==> src/rtl/serdes_pkg.sv <==
`default_nettype none
// ============================================================================
// Module   : serdes_pkg
// Brief    : Shared PAM4 sample type, TX phase enum, Gray map and clamp.
// Revision : 1.0 - initial release
// ============================================================================
package serdes_pkg;

    typedef logic signed [7:0] sample_t;

    typedef enum logic [1:0] {
        IDLE  = 2'd0,
        TRAIN = 2'd1,
        DATA  = 2'd2
    } tx_state_t;

    // Gray-coded dibit per PAM4 level, first bit in the MSB
    localparam logic [1:0] c_gray_n3 = 2'b00;
    localparam logic [1:0] c_gray_n1 = 2'b01;
    localparam logic [1:0] c_gray_p1 = 2'b11;
    localparam logic [1:0] c_gray_p3 = 2'b10;

    function automatic sample_t pam4_gray_map(input logic [1:0] bits, input sample_t level);
        sample_t l3;
        sample_t v;
        l3 = level + level + level;
        case (bits)
            c_gray_n3: v = -l3;
            c_gray_n1: v = -level;
            c_gray_p1: v = level;
            c_gray_p3: v = l3;
            default:   v = '0;
        endcase
        return v;
    endfunction

    function automatic sample_t sat8(input logic signed [17:0] x);
        sample_t v;
        if (x > 18'sd127) begin
            v = 8'sh7F;
        end else if (x < -18'sd128) begin
            v = 8'sh80;
        end else begin
            v = x[7:0];
        end
        return v;
    endfunction

endpackage
`default_nettype wire

==> src/rtl/prbs7_gen.sv <==
`default_nettype none
// ============================================================================
// Module   : prbs7_gen
// Brief    : PRBS7 (x^7+x^6+1, Fibonacci) emitting two bits per step.
// Revision : 1.0 - initial release
// ============================================================================
module prbs7_gen #(
    parameter logic [6:0] SEED = 7'h7F
) (
    input  logic       clk,
    input  logic       rst_n,
    input  logic       i_load,
    input  logic       i_step,
    output logic [1:0] o_bits
);

    // An all-zero seed would lock the LFSR, so it is replaced by 1
    localparam logic [6:0] c_seed = (SEED == 7'h00) ? 7'h01 : SEED;

    logic [6:0] r_lfsr;
    logic       w_b0;
    logic       w_b1;

    assign w_b0   = r_lfsr[6] ^ r_lfsr[5];
    assign w_b1   = r_lfsr[5] ^ r_lfsr[4];
    assign o_bits = {w_b0, w_b1};

    always_ff @(posedge clk or negedge rst_n) begin
        if (!rst_n) begin
            r_lfsr <= c_seed;
        end else if (i_load) begin
            r_lfsr <= c_seed;
        end else if (i_step) begin
            r_lfsr <= {r_lfsr[4:0], w_b0, w_b1};
        end
    end

endmodule
`default_nettype wire

==> src/rtl/tx_pam4_ffe.sv <==
`default_nettype none
// ============================================================================
// Module   : tx_pam4_ffe
// Brief    : PRBS7 PAM4 transmitter with 3-tap FFE, additive noise and
//            training-phase sequencing.
// Revision : 1.0 - initial release
// ============================================================================
module tx_pam4_ffe #(
    parameter logic [6:0] PRBS_SEED = 7'h7F,
    parameter int         LEVEL     = 32,
    parameter int         TAP_SHIFT = 6,
    parameter int         RATE_DIV  = 1,
    parameter int         TRAIN_LEN = 64
) (
    input  logic       clk_clk,
    input  logic       reset_reset_n,
    input  logic       tx_en,
    input  logic [7:0] tap_main,
    input  logic [7:0] tap_post1,
    input  logic [7:0] tap_post2,
    input  logic [7:0] noise,
    output logic [7:0] signal_out,
    output logic       signal_out_valid,
    output logic [7:0] train_data,
    output logic       train_data_valid,
    output logic       busy
);

    import serdes_pkg::*;

    localparam int                  c_rate_w     = (RATE_DIV > 1) ? $clog2(RATE_DIV) : 1;
    localparam int                  c_sym_w      = (TRAIN_LEN > 1) ? $clog2(TRAIN_LEN + 1) : 1;
    localparam logic [c_rate_w-1:0] c_rate_last  = c_rate_w'(RATE_DIV - 1);
    localparam logic [c_sym_w-1:0]  c_train_last = c_sym_w'(TRAIN_LEN - 1);
    localparam sample_t             c_level      = sample_t'(LEVEL);

    tx_state_t           r_state;
    tx_state_t           w_state_nxt;
    logic [c_rate_w-1:0] r_rate_cnt;
    logic [c_sym_w-1:0]  r_sym_cnt;
    logic                w_run;
    logic                w_start;
    logic                w_tick;
    logic [1:0]          w_bits;

    sample_t             r_s0, r_s1, r_s2;
    logic                r_v1, r_tag1;
    logic                r_v2, r_tag2;
    sample_t             r_sym2;
    logic signed [17:0]  r_sum;
    logic signed [15:0]  w_p0, w_p1, w_p2;
    logic signed [17:0]  w_sum;
    logic signed [17:0]  w_shifted;
    logic signed [17:0]  w_noisy;

    sample_t             r_signal_out;
    sample_t             r_train_data;
    logic                r_signal_out_valid;
    logic                r_train_data_valid;

    assign w_run   = (r_state == TRAIN) || (r_state == DATA);
    assign w_start = (r_state == IDLE) && tx_en;
    // Dropping tx_en suppresses the tick in the same cycle so no new symbol enters
    assign w_tick  = w_run && tx_en && (r_rate_cnt == '0);

    always_comb begin
        w_state_nxt = r_state;
        case (r_state)
            IDLE: begin
                if (tx_en) w_state_nxt = TRAIN;
            end
            TRAIN: begin
                if (!tx_en) begin
                    w_state_nxt = IDLE;
                end else if (w_tick && (r_sym_cnt == c_train_last)) begin
                    w_state_nxt = DATA;
                end
            end
            DATA: begin
                if (!tx_en) w_state_nxt = IDLE;
            end
            default: w_state_nxt = IDLE;
        endcase
    end

    always_ff @(posedge clk_clk or negedge reset_reset_n) begin
        if (!reset_reset_n) begin
            r_state    <= IDLE;
            r_rate_cnt <= '0;
            r_sym_cnt  <= '0;
        end else begin
            r_state <= w_state_nxt;
            if (w_start) begin
                r_rate_cnt <= '0;
                r_sym_cnt  <= '0;
            end else begin
                if (w_run && tx_en) begin
                    r_rate_cnt <= (r_rate_cnt == c_rate_last) ? '0 : r_rate_cnt + 1'b1;
                end
                if (w_tick && (r_state == TRAIN) && (r_sym_cnt != c_train_last)) begin
                    r_sym_cnt <= r_sym_cnt + 1'b1;
                end
            end
        end
    end

    prbs7_gen #(
        .SEED (PRBS_SEED)
    ) u_prbs (
        .clk    (clk_clk),
        .rst_n  (reset_reset_n),
        .i_load (w_start),
        .i_step (w_tick),
        .o_bits (w_bits)
    );

    always_ff @(posedge clk_clk or negedge reset_reset_n) begin
        if (!reset_reset_n) begin
            r_s0 <= '0;
            r_s1 <= '0;
            r_s2 <= '0;
        end else if (w_start) begin
            r_s0 <= '0;
            r_s1 <= '0;
            r_s2 <= '0;
        end else if (w_tick) begin
            r_s2 <= r_s1;
            r_s1 <= r_s0;
            r_s0 <= pam4_gray_map(w_bits, c_level);
        end
    end

    assign w_p0      = $signed(tap_main)  * r_s0;
    assign w_p1      = $signed(tap_post1) * r_s1;
    assign w_p2      = $signed(tap_post2) * r_s2;
    assign w_sum     = 18'(w_p0) + 18'(w_p1) + 18'(w_p2);
    assign w_shifted = r_sum >>> TAP_SHIFT;
    assign w_noisy   = w_shifted + 18'($signed(noise));

    // Pipeline tags are not cleared on restart so drained symbols keep their phase
    always_ff @(posedge clk_clk or negedge reset_reset_n) begin
        if (!reset_reset_n) begin
            r_v1               <= 1'b0;
            r_tag1             <= 1'b0;
            r_v2               <= 1'b0;
            r_tag2             <= 1'b0;
            r_sym2             <= '0;
            r_sum              <= '0;
            r_signal_out       <= '0;
            r_train_data       <= '0;
            r_signal_out_valid <= 1'b0;
            r_train_data_valid <= 1'b0;
        end else begin
            r_v1 <= w_tick;
            if (w_tick) r_tag1 <= (r_state == TRAIN);
            r_v2 <= r_v1;
            if (r_v1) begin
                r_tag2 <= r_tag1;
                r_sym2 <= r_s0;
                r_sum  <= w_sum;
            end
            r_signal_out_valid <= r_v2;
            r_train_data_valid <= r_v2 & r_tag2;
            if (r_v2) begin
                r_signal_out <= sat8(w_noisy);
                r_train_data <= r_sym2;
            end
        end
    end

    assign signal_out       = r_signal_out;
    assign train_data       = r_train_data;
    assign signal_out_valid = r_signal_out_valid;
    assign train_data_valid = r_train_data_valid;
    assign busy             = (r_state != IDLE) | r_v1 | r_v2;

endmodule
`default_nettype wire

==> config.mk <==
export PLATFORM = sky130hd
export DESIGN_NAME = tx_pam4_ffe
export DESIGN_NICKNAME = d
export VERILOG_FILES = /design/src/rtl/serdes_pkg.sv /design/src/rtl/prbs7_gen.sv /design/src/rtl/tx_pam4_ffe.sv
export SDC_FILE = /design/constraint.sdc
export NUM_CORES = 1
export LEC_CHECK = 0
export ABC_AREA = 1
export ABC_CLOCK_PERIOD_IN_PS = 6500
export CAP_MARGIN = 20
export CORE_ASPECT_RATIO = 0.9
export CORE_MARGIN = 3
export CORE_UTILIZATION = 57
export DETAILED_ROUTE_END_ITERATION = 8
export GPL_ROUTABILITY_DRIVEN = 0
export PLACE_DENSITY = 0.78
export SYNTH_ARGS = -nofsm -noshare
export SYNTH_HDL_FRONTEND = slang
export SYNTH_SLANG_ARGS = --single-unit
==> constraint.sdc <==
create_clock -name clk_clk -period 6.5 [get_ports clk_clk]
set_input_delay 1.95 -clock clk_clk [delete_from_list [all_inputs] [get_ports clk_clk]]
set_output_delay 1.95 -clock clk_clk [all_outputs]
set_load 0.02 [all_outputs]
==> summary.md <==
| Metric | Value |
|---|---|
| Sequential share of the synthesized area | 0.217 |
| Row count | 36 |
| Clock Pin Slew Worst Setup and Hold Paths | 50 ps |
| Setup ws final | -306 ps |
| FF-to-FF Start | r_s1[7]$_DFFE_PN0P_ |
| Power density cells | between 500 and 600 mW/mm2 |
| Largest net degree at the start of global routing | 58 |
| Max Fclk | 147 MHz |
| CTS tree | yes |
| Min-delay worst type | flip-flop to flip-flop |
| Vias/cell | 5.28 |
| Distinct cells, synth | 38 |
| Vias in the first global route | 6220 |
| Post-synth ARST share | 1.00 |
| Core area | 0.0111 mm2 |
| Slew headroom | 0.527 |
| Hold Path Stages | 2 |
| Post-CTS Hold Fix Bufs | 0 |
| Layout area overhead | 25.2% |
| Dominant cell type by area after synthesis | fa_1 |
| # IOs | 54 |
| GRT Total Usage | 0.259 |
| Port Buf Inserts | 48 |
| Hold path startpoint | r_sum[6]$_DFFE_PN0P_ |
| Initial Util | 0.598 |
| R2R Setup Slk | approximately 550 ps |
| Max-cap viol count | 0 |
| Hold Crit Endpoint | r_sum[6]$_DFFE_PN0P_ |
| Failing checks | setup timing |
| Sink Count | between 50 and 60 |
| Synth Area in Adders | 0.382 |
| Hpwl dp | approximately 12 mm |
| Crit start category | input pin |
| CTS Root Buffer Type | clkbuf_16 |
| Synth Area in XOR/XNOR | 0.0249 |
| Simple-gate area share of the yosys netlist | 0.175 |
| Drt total wl | 16.5 mm |
| Critical path class | input pin to flip-flop |
| Largest family of logic cells by synthesized area | adder cells |
| Layout Nets | 1131 |
| Clk_skew | 8.44 ps |
| Placed Area | ~0.0075 mm2 |
| Leak | 4.66 nW |
| CP Capture Type | flip-flop |
| Die height | around 110 um |
| Most common cell in the netlist | inv_1 |
| RSZ-0062 raised after global routing | yes |
| Ant. Diodes | 0 |
| Most Crowded Layer GR | met2 |
| RR Endpoint | r_sum[16]$_DFFE_PN0P_ |
| Placed insts | 1054 |
| Final period util | 1.05 |
| WP data arrival | 6990 ps |
| Compound-Gate Fraction of Synth Area | 0.0707 |
| Full die area | 0.0129 mm2 |
| Pre-CTS setup slack | -920 ps |
| Hold WS | between 400 and 500 ps |
| Routing usage on met3 | 0.0434 |
| DR iter-0 viols | 398 |
| Max IR drop VDD | 265 uV |
| Mapped Cells | a little over 800 |
| WP data required | 6680 ps |
| Mean post-synth cell area | 7.98 um2 |
| Cell area after synthesis | 0.00662 mm2 |
| Post-synth EDFFs | 0 |
| Met2 GRT Util | 0.485 |
| Vias | between 5000 and 6000 |
| Main area contributors after synthesis | fa_1 (20%), dfrtp_1 (19%), ha_1 (19%) |
| Top FF cell, synth | dfrtp_1 |
| Initial DRT Pass Iterations | 7 |
| WL/cell | 15.1 um |
| Crit-path max FO | 2 |
| Max Slew Vio Count | 0 |
| H-tree Lvls | 3 |
| Period minus WS final | slightly below 7000 ps |
| Clock buffer depth | 2 |
| CTS Buf Count | 9 |
| DIE WIDTH | 120 um |
| Yosys warnings | 0 |
| Synth cell count leaders | inv_1 (205), nand2_1 (185), ha_1 (98), fa_1 (65), nor2_1 (58) |
| Worst R2R Path Depth | 23 |
| FF+latch count, synth | 57 |
| Grt ovf | 0 |
| Setup violators final | 7 |
| Share of cells above drive strength 1 | 0.173 |
| GR Layer Usage met1 | 0.297 |
| Antenna Violating Nets Remaining | 0 |
| Later-pin clock latency in the skew report | 330 ps |
| Share of the synthesized area in the top cell type | 0.197 |
| Proportion of synthesized area in mux cells | 0 |
| Status | complete, but fails checks |
| First-pass GRT wire length | 27.4 mm |
| Final hold violations | 0 |
| Initial antenna violation count | 0 |
| Worst Max-Slew Pin Slew | 709 ps |
| Final Instance Area | between 0.008 and 0.009 mm2 |
| DRC Markers | 0 |
| Finished Layout Cells | about 1100 |
-- kinds of logic after synthesis --
group                    after synthesis
other                                  1
flip-flops                            57
XOR/XNOR                              18
adder cells (fa/ha/maj)              163
AND/OR/NAND/NOR                      286
buffers and inverters                225
AO/OA/AOI/OAI                         80
-- report_power, final --
group          internal (W)  switching, W
Combinational       0.00138       0.00175
Clock              0.000379      0.000173
Sequential         0.000494      0.000124
-- layout make-up --
cell class              instances  area (um2)
inverters                     208         783
clock inverters                 7         125
repair buffers                105         890
multi-input cells             552        4640
fillers                       737        2790
flip-flops and latches         57        1440
clock buffers                   9         225
well taps                     152         190
-- metal layers --
metal / routed length, um / up-vias / share of wire
li1: - / 2726 / -
met1: 6710 / 2751 / 0.41
met2: 8380 / 209 / 0.51
met3: 806 / 69 / 0.049
met4: 601 / 0 / 0.036
met5: 0 / - / 0
-- placed cells by master (no fill, tap or decap), types with 4 or more instances in the layout --
cell type / n
inv_1: 193
dlygate4sd2_1: 6
dfstp_2: 7
buf_4: 55
nand2_2: 7
dfrtp_1: 50
ha_1: 79
a21oi_2: 6
o21ai_0: 19
nor2_2: 6
clkbuf_2: 4
a21oi_1: 23
o21ai_1: 5
ha_4: 16
conb_1: 5
inv_2: 12
nand4_1: 7
nand2_1: 181
o21ai_2: 4
o22ai_1: 5
nor2_1: 51
xnor2_1: 10
fa_1: 57
nand3_1: 22
clkbuf_16: 9
clkdlybuf4s50_1: 32
fa_2: 8
xor2_1: 7
a22oi_1: 5
-- stage by stage --
stage / utilization / TNS [ps] / total power, W
detailed placement: 0.681 / -5840 / 0.00318
global route: 0.748 / -2440 / 0.00468
finish: 0.748 / -1290 / 0.00430
floorplan: - / -116 / 0.00238
global placement: 0.681 / -4350 / 0.00307
CTS: 0.737 / -912 / 0.00398
-- registers in the layout (all words and copies together), names as in the netlist, 2 cells and up --
name,count
r_sym2,3
r_s1,3
signal_out,8
train_data,3
u_prbs.r_lfsr,7
r_sum,12
r_sym_cnt,7
r_s0,3
r_state,2
r_s2,3
-- repair_timing --
| action | in CTS | in global routing |
|---|---|---|
| gates resized for setup | 66 | 26 |
| buffers inserted | 19 | 5 |
| pin swaps | 45 | 34 |
| setup endpoints to repair | 8 | 8 |
-- worst max-delay path by stage --
stage	start	to	slack, ps	depth (start not counted)
floorplan	tap_post1[0]	r_sum[14]$_DFFE_PN0P_	-120	23
global placement	tap_post1[4]	r_sum[14]$_DFFE_PN0P_	-710	23
detailed placement	tap_main[2]	r_sum[14]$_DFFE_PN0P_	-920	24
CTS	tap_post1[3]	r_sum[14]$_DFFE_PN0P_	-230	24
global route	tap_post1[3]	r_sum[16]$_DFFE_PN0P_	-450	24
finish	tap_post1[3]	r_sum[16]$_DFFE_PN0P_	-310	24
-- worst max-delay path, stage by stage --
cell	delay, ps
buf_8	100
buf_6	110
nand2_2	60
inv_2	40
fa_2	580
ha_4	200
inv_2	50
fa_2	430
fa_2	550
fa_1	460
fa_1	570
inv_2	50
ha_4	270
ha_4	150
inv_4	40
fa_2	380
inv_2	80
a21oi_2	60
o21ai_2	180
buf_4	140
nand4_1	120
o211ai_1	170
xnor2_1	160
o21ai_1	70
Power figures use the tool's default switching activity.
